==> src/rtl/bpred_pkg.sv <==
// -----------------------------------------------------------------------------
// bpred_pkg
// Shared types and helpers for the bimodal BTB branch predictor.
//   pcnext_sel_e : encoding of the front-end PCnext mux select
//   DEF_*        : default geometry of the predictor
//   sat_update   : saturating +1/-1 used by direction counters and statistics
// -----------------------------------------------------------------------------
package bpred_pkg;

  typedef enum logic [1:0] {
    PC_IF_PLUS4 = 2'b00,  // sequential fetch
    PC_EX_PLUS4 = 2'b01,  // recover to fall-through of the committing branch
    PC_BTB_TGT  = 2'b10,  // follow the predicted BTB target
    PC_EX_TGT   = 2'b11   // recover to the resolved target
  } pcnext_sel_e;

  localparam int DEF_INDEX_WIDTH = 6;
  localparam int DEF_CTR_WIDTH   = 2;

  // Saturating step: increments toward max_val or decrements toward zero,
  // holding at either end instead of wrapping.
  function automatic logic [31:0] sat_update(input logic [31:0] val,
                                             input logic        inc,
                                             input logic [31:0] max_val);
    logic [31:0] res;
    res = val;
    if (inc) begin
      if (val != max_val) res = val + 32'd1;
    end else begin
      if (val != 32'd0) res = val - 32'd1;
    end
    return res;
  endfunction

endpackage

==> src/rtl/bimodal_btb_mem.sv <==
// -----------------------------------------------------------------------------
// bimodal_btb_mem
// Direct-mapped BTB storage: valid, tag, target, jmp bit and direction counter
// per entry. Asynchronous read; synchronous write with field-wise enables.
// Ports:
//   clk_i, rst_i        clock, synchronous active-high reset (clears valid/ctr)
//   i_rd_index          read index (IF)
//   o_rd_*              read data; only the counter MSB is exported
//   i_wr_index          write index (commit)
//   i_wr_alloc          full entry write: valid, tag, target, jmp, weak-taken ctr
//   i_wr_ctr_en/_inc    saturating counter step (inc=1 taken, 0 not taken)
//   i_wr_tgt_en         rewrite target only
//   i_wr_meta_en        rewrite tag and jmp bit
//   i_wr_tag/_target/_jmp  write data
// -----------------------------------------------------------------------------
module bimodal_btb_mem
  import bpred_pkg::*;
#(
  parameter int INDEX_WIDTH = DEF_INDEX_WIDTH,
  parameter int CTR_WIDTH   = DEF_CTR_WIDTH,
  parameter int TW          = 32 - INDEX_WIDTH - 2
) (
  input  logic                   clk_i,
  input  logic                   rst_i,
  input  logic [INDEX_WIDTH-1:0] i_rd_index,
  output logic                   o_rd_valid,
  output logic [TW-1:0]          o_rd_tag,
  output logic [31:0]            o_rd_target,
  output logic                   o_rd_jmp,
  output logic                   o_rd_ctr_msb,
  input  logic [INDEX_WIDTH-1:0] i_wr_index,
  input  logic                   i_wr_alloc,
  input  logic                   i_wr_ctr_en,
  input  logic                   i_wr_ctr_inc,
  input  logic                   i_wr_tgt_en,
  input  logic                   i_wr_meta_en,
  input  logic [TW-1:0]          i_wr_tag,
  input  logic [31:0]            i_wr_target,
  input  logic                   i_wr_jmp
);

  localparam int DEPTH = 1 << INDEX_WIDTH;
  localparam logic [CTR_WIDTH-1:0] CTR_WEAK_T = CTR_WIDTH'(1) << (CTR_WIDTH - 1);
  localparam logic [31:0]          CTR_MAX    = 32'((64'd1 << CTR_WIDTH) - 64'd1);

  logic                 r_valid  [DEPTH];
  logic [CTR_WIDTH-1:0] r_ctr    [DEPTH];
  logic [TW-1:0]        r_tag    [DEPTH];
  logic [31:0]          r_target [DEPTH];
  logic                 r_jmp    [DEPTH];

  // NOTE: only valid and ctr are reset; tag/target/jmp are don't-care while
  // valid=0, so leaving them unreset lets them map onto plain RAM bits.
  // NOTE: sequential state uses non-blocking assignments so every flop samples
  // pre-edge values regardless of block ordering.
  always_ff @(posedge clk_i) begin
    if (rst_i) begin
      for (int i = 0; i < DEPTH; i++) begin
        r_valid[i] <= 1'b0;
        r_ctr[i]   <= '0;
      end
    end else if (i_wr_alloc) begin
      r_valid[i_wr_index] <= 1'b1;
      r_ctr[i_wr_index]   <= CTR_WEAK_T;
    end else if (i_wr_ctr_en) begin
      r_ctr[i_wr_index] <= CTR_WIDTH'(sat_update(32'(r_ctr[i_wr_index]),
                                                 i_wr_ctr_inc, CTR_MAX));
    end
  end

  // Reset suppresses any same-cycle commit write into the data fields too.
  always_ff @(posedge clk_i) begin
    if (!rst_i) begin
      if (i_wr_alloc || i_wr_meta_en) begin
        r_tag[i_wr_index] <= i_wr_tag;
        r_jmp[i_wr_index] <= i_wr_jmp;
      end
      if (i_wr_alloc || i_wr_tgt_en) begin
        r_target[i_wr_index] <= i_wr_target;
      end
    end
  end

  // Read returns pre-edge contents; a same-cycle write shows up next cycle.
  assign o_rd_valid   = r_valid[i_rd_index];
  assign o_rd_tag     = r_tag[i_rd_index];
  assign o_rd_target  = r_target[i_rd_index];
  assign o_rd_jmp     = r_jmp[i_rd_index];
  assign o_rd_ctr_msb = r_ctr[i_rd_index][CTR_WIDTH-1];

endmodule

==> src/rtl/bimodal_btb_predictor.sv <==
// -----------------------------------------------------------------------------
// bimodal_btb_predictor
// Fetch-stage branch predictor: direct-mapped BTB with per-entry saturating
// direction counters. Predicts in IF from a combinational lookup; trains and
// detects mispredictions when a branch/jump commits in EXMEM.
// Optional statistics counters are enabled with `define BPRED_STATS_EN;
// otherwise stat_*_o are tied to zero.
// Ports:
//   clk_i, rst_i            clock, synchronous active-high reset
//   IF_PC_tag_i, IF_btb_rd_index_i            IF lookup address
//   EXMEM_*                 committing instruction, its prediction and outcome
//   IF_btb_hit_o, IF_pred_taken_o, IF_btb_rd_target_o   IF prediction
//   IF_PCnext_sel_o, IF_flush_o                          front-end steering
//   stat_br_cnt_o, stat_mispred_cnt_o                    statistics
// -----------------------------------------------------------------------------
module bimodal_btb_predictor
  import bpred_pkg::*;
#(
  parameter int INDEX_WIDTH = DEF_INDEX_WIDTH,
  parameter int CTR_WIDTH   = DEF_CTR_WIDTH,
  localparam int TW         = 32 - INDEX_WIDTH - 2
) (
  input  logic                   clk_i,
  input  logic                   rst_i,
  input  logic [TW-1:0]          IF_PC_tag_i,
  input  logic [INDEX_WIDTH-1:0] IF_btb_rd_index_i,
  input  logic                   EXMEM_valid_i,
  input  logic                   EXMEM_is_br_i,
  input  logic                   EXMEM_is_jmp_i,
  input  logic                   EXMEM_br_decision_i,
  input  logic                   EXMEM_pred_taken_i,
  input  logic [31:0]            EXMEM_pred_target_i,
  input  logic                   EXMEM_btb_hit_i,
  input  logic [INDEX_WIDTH-1:0] EXMEM_btb_wr_index_i,
  input  logic [TW-1:0]          EXMEM_btb_wr_tag_i,
  input  logic [31:0]            EXMEM_btb_wr_target_i,
  output logic                   IF_btb_hit_o,
  output logic                   IF_pred_taken_o,
  output logic [31:0]            IF_btb_rd_target_o,
  output logic [1:0]             IF_PCnext_sel_o,
  output logic                   IF_flush_o,
  output logic [31:0]            stat_br_cnt_o,
  output logic [31:0]            stat_mispred_cnt_o
);

  logic        w_rd_valid;
  logic [TW-1:0] w_rd_tag;
  logic        w_rd_jmp;
  logic        w_rd_ctr_msb;
  logic        w_cv;
  logic        w_mis_a;
  logic        w_mis_b;
  pcnext_sel_e w_sel;
  logic        w_flush;

  bimodal_btb_mem #(
    .INDEX_WIDTH(INDEX_WIDTH),
    .CTR_WIDTH  (CTR_WIDTH),
    .TW         (TW)
  ) u_mem (
    .clk_i        (clk_i),
    .rst_i        (rst_i),
    .i_rd_index   (IF_btb_rd_index_i),
    .o_rd_valid   (w_rd_valid),
    .o_rd_tag     (w_rd_tag),
    .o_rd_target  (IF_btb_rd_target_o),
    .o_rd_jmp     (w_rd_jmp),
    .o_rd_ctr_msb (w_rd_ctr_msb),
    .i_wr_index   (EXMEM_btb_wr_index_i),
    .i_wr_alloc   (w_cv && !EXMEM_btb_hit_i && EXMEM_br_decision_i),
    .i_wr_ctr_en  (w_cv && EXMEM_btb_hit_i && EXMEM_is_br_i),
    .i_wr_ctr_inc (EXMEM_br_decision_i),
    .i_wr_tgt_en  (w_cv && EXMEM_btb_hit_i && EXMEM_br_decision_i),
    .i_wr_meta_en (w_cv && EXMEM_btb_hit_i),
    .i_wr_tag     (EXMEM_btb_wr_tag_i),
    .i_wr_target  (EXMEM_btb_wr_target_i),
    .i_wr_jmp     (EXMEM_is_jmp_i)
  );

  assign IF_btb_hit_o    = w_rd_valid && (w_rd_tag == IF_PC_tag_i);
  assign IF_pred_taken_o = IF_btb_hit_o && (w_rd_jmp || w_rd_ctr_msb);

  // Bubbles and non-control instructions never train or flush.
  assign w_cv    = EXMEM_valid_i && (EXMEM_is_br_i || EXMEM_is_jmp_i);
  // A: predicted taken but fell through.
  assign w_mis_a = w_cv && EXMEM_pred_taken_i && !EXMEM_br_decision_i;
  // B: taken, but predicted not-taken or predicted the wrong target (JALR).
  assign w_mis_b = w_cv && EXMEM_br_decision_i &&
                   (!EXMEM_pred_taken_i ||
                    (EXMEM_pred_target_i != EXMEM_btb_wr_target_i));

  // NOTE: every output of this block is given a default first so no path
  // leaves it unassigned, which would otherwise infer a latch.
  always_comb begin
    w_sel   = PC_IF_PLUS4;
    w_flush = 1'b0;
    if (!rst_i) begin
      if (w_mis_a) begin
        w_sel   = PC_EX_PLUS4;
        w_flush = 1'b1;
      end else if (w_mis_b) begin
        w_sel   = PC_EX_TGT;
        w_flush = 1'b1;
      end else if (IF_pred_taken_o) begin
        w_sel   = PC_BTB_TGT;
      end
    end
  end

  assign IF_PCnext_sel_o = w_sel;
  assign IF_flush_o      = w_flush;

`ifdef BPRED_STATS_EN
  logic [31:0] r_stat_br;
  logic [31:0] r_stat_mis;

  always_ff @(posedge clk_i) begin
    if (rst_i) begin
      r_stat_br  <= '0;
      r_stat_mis <= '0;
    end else begin
      if (w_cv)              r_stat_br  <= sat_update(r_stat_br, 1'b1, 32'hFFFF_FFFF);
      if (w_mis_a || w_mis_b) r_stat_mis <= sat_update(r_stat_mis, 1'b1, 32'hFFFF_FFFF);
    end
  end

  assign stat_br_cnt_o      = r_stat_br;
  assign stat_mispred_cnt_o = r_stat_mis;
`else
  assign stat_br_cnt_o      = '0;
  assign stat_mispred_cnt_o = '0;
`endif

endmodule

==> config.mk <==
export PLATFORM = sky130hd
export DESIGN_NAME = bimodal_btb_predictor
export DESIGN_NICKNAME = d
export VERILOG_FILES = /design/src/rtl/bpred_pkg.sv /design/src/rtl/bimodal_btb_mem.sv /design/src/rtl/bimodal_btb_predictor.sv
export SDC_FILE = /design/constraint.sdc
export NUM_CORES = 2
export LEC_CHECK = 0
export ABC_AREA = 1
export CORE_ASPECT_RATIO = 1.75
export CORE_MARGIN = 3
export CORE_UTILIZATION = 46
export CTS_CLUSTER_SIZE = 20
export DETAILED_ROUTE_END_ITERATION = 7
export HOLD_SLACK_MARGIN = 0.1
export PLACE_DENSITY = 0.62
export SYNTH_ARGS = -nofsm -noshare
export SYNTH_HDL_FRONTEND = slang
export SYNTH_SLANG_ARGS = --single-unit
==> constraint.sdc <==
create_clock -name clk_i -period 4.9 [get_ports clk_i]
set_input_delay 0.98 -clock clk_i [delete_from_list [all_inputs] [get_ports clk_i]]
set_output_delay 0.98 -clock clk_i [all_outputs]
set_load 0.005 [all_outputs]
Word level (Yosys, flattened, before mapping)
Memories as Yosys holds them, arrays and structs flattened.
Index checks and enable logic that the tools add are counted.
{ "totals": {"output_inout_bits": 101, "register_bits": 0, "word_cells": 69, "input_bits": 132, "memories": 5, "ramBits": 3840} }
{ "op_classes": {"n_reduce_logical": 23, "mux": 35, "n_eq_ne": 3, "bitwise": 1, "add_sub_neg": 2} }
{ "memory_table": {"columns": ["name", "depth", "word_bits", "rd", "rd_clocked_by_memory_dff", "write_ports", "line", "source"], "rows": [
  ["u_mem.r_target", 64, 32, 1, 0, 1, "bimodal_btb_mem.sv:49", "logic [31:0] r_target [DEPTH];"],
  ["u_mem.r_tag", 64, 24, 1, 0, 1, "bimodal_btb_mem.sv:48", "logic [TW-1:0] r_tag [DEPTH];"],
  ["u_mem.r_ctr", 64, 2, 2, 0, 64, "bimodal_btb_mem.sv:47", "logic [CTR_WIDTH-1:0] r_ctr [DEPTH];"],
  ["u_mem.r_jmp", 64, 1, 1, 0, 1, "bimodal_btb_mem.sv:50", "logic r_jmp [DEPTH];"],
  ["u_mem.r_valid", 64, 1, 1, 0, 64, "bimodal_btb_mem.sv:46", "logic r_valid [DEPTH];"]
]} }
{ "ops": {"columns": ["cell", "n"], "rows": [
  ["!= test 32 bit", 1],
  ["== test 24 bit", 1],
  ["2-to-1 mux 2 bit", 12],
  ["2-to-1 mux 1 bit", 21],
  ["logical AND 1 bit", 12],
  ["2-to-1 mux 6 bit", 2],
  ["logical OR 1 bit", 5],
  ["logical NOT 1 bit", 3],
  ["adder 2 x 1 -> 2 bit, second input constant", 1],
  ["!= test 2 bit, second input constant", 1],
  ["nonzero test 2 bit", 1],
  ["OR reduction 2 bit", 1],
  ["subtractor 2 x 1 -> 2 bit, second input constant", 1],
  ["bitwise OR 1 bit", 1],
  ["OR reduction 1 bit", 1]
]} }

Logic depth before layout (Yosys ltp)
{ "depth": {"ltp_word": 11, "ltp_mapped": 21, "ltp_nobuf": 18} }

By module
From an unflattened synthesis, not the netlist that was laid out.
{ "unflattened": {"hier_cells": 12661, "hier_area_um2": 154687.1} }
{ "modules_own_cells": {"columns": ["module", "area_each_um2", "seq_area_each_um2", "instances", "cells_each"], "rows": [
  ["bimodal_btb_mem", 152886.6, 114670.0, 1, 12309],
  ["bimodal_btb_predictor", 1800.5, 0.0, 1, 352]
]} }

Worst setup path before layout
OpenSTA, ideal clock, no wires.
{ "synth_path": {"kind": "input -> output", "from": "in IF_btb_rd_index_i[0]", "to": "out IF_btb_rd_target_o[14]", "n_path_buf": 6, "arrival_ps": 2786, "path_slack_ps": 1134, "cell_stages": 13, "required_ps": 3920, "path_cell_list": "buf_2 inv_2 buf_4 buf_4 buf_2 buf_2 clkbuf_1 nor2_1 o22ai_1 nor2_1 o32ai_1 nor2_1 o22ai_1"} }
{ "synth_between": {"elab_chain_len": 1} }
{ "synth_rtl": {"columns": ["element", "line", "source"], "rows": [
  ["start: declaration", "bimodal_btb_predictor.sv:26", "input logic [INDEX_WIDTH-1:0] IF_btb_rd_index_i,"],
  ["memory (64 x 32 bit)", null, null],
  ["end: declaration", "bimodal_btb_predictor.sv:39", "output logic [31:0] IF_btb_rd_target_o,"]
]} }
No other way between the ends.

Worst setup path in the final report
{ "layout_path": {"from": "in IF_btb_rd_index_i[0]", "to": "out IF_btb_rd_target_o[23]"} }
The elaborated chain is that of the path after synthesis.

==> flow_summary_export.csv <==
group,metric,value,unit
die,dieHeight,771,um
clock_network,cts.clk_slew.worst_paths,0.06,ns
clock_network,cts_buffers,346,
clock_network,cts.sinks,3840,
status,violations,"setup timing",
finish,final_area,183000,um^2
clock_network,cts_tree,"built",
global_route,overflow,0,
routing,wire_per_inst,28.3,um
routing,ant_nets,0,
finish,num-fill-cells,26900,
synthesis,synth-main-ff-cell,"edfxtp_1",
die,row_count,280,
synthesis,synth-seq-cells,3840,
worst_hold_path,hold_end,"u_mem.r_valid[2]$_DFF_P_",
routing,drc,0,
synthesis,synth_area,154000,um^2
timing,finalSetupViolations,2,
synthesis,synth_warnings,0,
timing,tightest_slew,1.34,ns
pwr,p_per_area,379,nW/um^2
timing,layout_min_cycle_time,4.92,ns
clock_network,hold_buffers,0,
timing,layout_setup_ws,-0.0159,ns
place,port_buffers,168,
setup_path,r2r_setup_slack,2.03,ns
worst_hold_path,hp-class,"flip-flop to flip-flop",
pwr,leakagePower,0.0621,uW
job,maxCapViolations,0,
setup_path,timing.rr.end,"u_mem.r_ctr[52][0]$_SDFFCE_PN0P_",
pwr,vdd_drop_max,0.000378,V
die,initial_utilization,46.2,%
global_route,antenna_found_initial,17,
finish,drive_gt1_share,14.6,%
routing,num_vias,108000,
worst_hold_path,worstHoldStart,"u_mem.r_valid[2]$_DFF_P_",
synthesis,synth_cell_types,43,
global_route,grt_pass1_vias,105000,
worst_hold_path,hold_path_depth,2,
timing,max_freq,0.203,GHz
setup_path,worstPathMaxFanout,31,
pwr,total_power,69500,uW
timing,drv_slew,0,
timing,final.setup_skew,0.0368,ns
setup_path,worstPathArrival,3.94,ns
place,place_congestion,0.935,
clock_network,clk_latency,0.92,ns
finish,multiInputGateArea,36700,um^2
die,core_area,333000,um^2
setup_path,ff2ff_path_depth,15,
timing,rsz0062_at_grt,"yes",
global_route,grt_max_degree,77,
setup_path,r2r_start,"u_mem.r_ctr[30][1]$_SDFFCE_PN0P_",
setup_path,required,3.92,ns
synthesis,async_flop_share,0,%
die,die_w,443,um
synthesis,synth_seq_area_share,74.5,%
timing,finalHoldViolations,0,
synthesis,syn_inst,12400,
place,dpl_cell_area,168000,um^2
routing,routed_via_density,6.09,
finish,syn_to_final_growth,19.1,%
clock_network,cts_root_buf,"clkbuf_16",
finish,fin_nets,13300,
global_route,grtUsageTotal,28.2,%
finish,seq_area,115000,um^2
synthesis,syn_avg_cell_area,12.4,um^2
routing,detailedRoute.firstIterationViolations,13400,
setup_path,worst_setup_path_start_kind,"input port",
setup_path,worstSetupEndpointType,"primary output",
place,hpwl,310,mm
die,io_pins,233,
timing,period_share,100,%
routing,firstDrtPassIters,8,
clock_network,cts-htree-levels,5,
status,status,"complete, but fails checks",
routing,routed_wl,504,mm
global_route,grt_pass1_wl,713,mm
timing,slew_headroom,10.7,%
setup_path,critical_path_class,"input port to primary output",
clock_network,clock_path_buffers,4,
synthesis,synth_edf_count,3776,
timing,finalSetupTns,-0.0208,ns
die,fp.dieArea,342000,um^2
timing,whs,0.461,ns
power breakdown:
part / leakage [uW] / switching, uW / internal, uW
registers: 0.0347 / 36.5 / 36100
clock network: 0.00561 / 12100 / 15900
logic: 0.0219 / 3440 / 1750
Yosys cell counts (2+ instances only):
library cell | n | area share, %
xnor2_1 | 7 | 0.040
a221oi_2 | 4 | 0.039
xor2_1 | 24 | 0.14
nand3b_1 | 7 | 0.034
a22o_1 | 2 | 0.011
buf_1 | 92 | 0.22
buf_4 | 76 | 0.37
a31oi_1 | 2 | 0.0081
o221ai_1 | 9 | 0.051
o31ai_1 | 3 | 0.015
dfxtp_1 | 64 | 0.83
o32ai_1 | 33 | 0.19
o22ai_1 | 665 | 2.7
edfxtp_1 | 3776 | 74
a22oi_1 | 17 | 0.083
clkinv_1 | 6 | 0.015
nor3_1 | 9 | 0.029
nand3_1 | 1505 | 4.9
inv_1 | 118 | 0.29
nor4_1 | 6 | 0.024
clkbuf_1 | 571 | 1.4
a21oi_1 | 73 | 0.24
nand3_2 | 7 | 0.046
or3_1 | 2 | 0.0081
a21oi_2 | 10 | 0.057
buf_2 | 189 | 0.61
o21ai_0 | 1507 | 4.9
inv_2 | 13 | 0.032
nand4_1 | 16 | 0.065
nor2_1 | 1710 | 4.2
buf_6 | 14 | 0.10
nand2_1 | 1886 | 4.6
a221oi_1 | 11 | 0.063
per-layer routing:
metal / part of all wire, % / global-route usage, % / up-vias
li1: - / - / 46700
met1: 35 / 33.7 / 54000
met2: 51 / 49.6 / 6276
met4: 6.1 / 15.4 / 6
met3: 8.2 / 3.77 / 1444
met5: 0.0075 / 0 / -
cell usage in the layout (no fill, tap or decap), types with 64 or more instances in the layout:
cell                n
a21oi_1            73
buf_12            227
buf_4             709
clkbuf_16         385
clkdlybuf4s50_1    91
clkinv_1           72
conb_1             64
dfxtp_1            64
edfxtp_1         3776
inv_1             114
nand2_1          1873
nand3_1          1441
nand3_2            64
nor2_1           1573
nor2_4            130
o21ai_0          1484
o22ai_1           636
kinds of logic after synthesis:
family	share of synthesized area [%]
AO/OA/AOI/OAI	8.38
XOR/XNOR	0.176
buffers and inverters	3.04
other	0.00244
flip-flops	74.5
AND/OR/NAND/NOR	13.9
stage by stage:
| step | setup WS (ns) | util (%) | std cells |
|---|---|---|---|
| finish | -0.0159 | 55.1 | 17800 |
| global route | -0.0820 | 55.1 | 17800 |
| CTS | -0.114 | 54.6 | 17700 |
| detailed placement | -1.08 | 50.6 | 17100 |
| global placement | -1.16 | 50.6 | 17100 |
| floorplan | 1.13 | - | 12500 |
worst max-delay path, stage by stage:
cell,delay [ns]
buf_16,0.14
clkinv_16,0.10
buf_16,0.16
buf_16,0.17
buf_16,0.17
buf_16,0.19
o21ai_0,0.31
o22ai_1,0.14
nor2_1,0.15
o22ai_2,0.13
buf_4,0.16
o21ai_0,0.26
o32ai_4,0.17
buf_6,0.16
clkdlybuf4s50_1,0.45
registers in the layout (all words and copies together) (netlist names):
| name | flops |
|---|---|
| u_mem.r_target | 2048 |
| u_mem.r_tag | 1536 |
| u_mem.r_ctr | 128 |
| u_mem.r_jmp | 64 |
| u_mem.r_valid | 64 |
worst max path at each step:
stage / startpoint / to / slack [ns] / cells after the start
floorplan: IF_btb_rd_index_i[0] / IF_btb_rd_target_o[14] / 1.13 / 13
global placement: IF_btb_rd_index_i[0] / IF_btb_hit_o / -1.16 / 21
detailed placement: IF_btb_rd_index_i[0] / IF_btb_hit_o / -1.08 / 19
CTS: IF_btb_rd_index_i[0] / IF_btb_rd_target_o[23] / -0.11 / 15
global route: IF_btb_rd_index_i[0] / IF_btb_rd_target_o[13] / -0.08 / 16
finish: IF_btb_rd_index_i[0] / IF_btb_rd_target_o[23] / -0.02 / 15
what timing repair did:
| action | 4_1_cts | 5_1_grt |
|---|---|---|
| buffers inserted | 12 | 42 |
| gates cloned | 19 | 31 |
| resized for setup | 199 | 135 |
| pin swaps | 27 | 58 |
| setup endpoints to repair | 35 | 31 |
layout make-up:
type	instances	area share, %
diodes	5	0.00682
clock buffers	413	4.96
inverters	137	0.321
clock inverters	213	1.32
repair buffers	1242	7.88
well taps	4371	2.98
multi-input cells	7588	20.0
flip-flops and latches	3840	62.5
No activity file was read; power rests on OpenSTA's default activity.
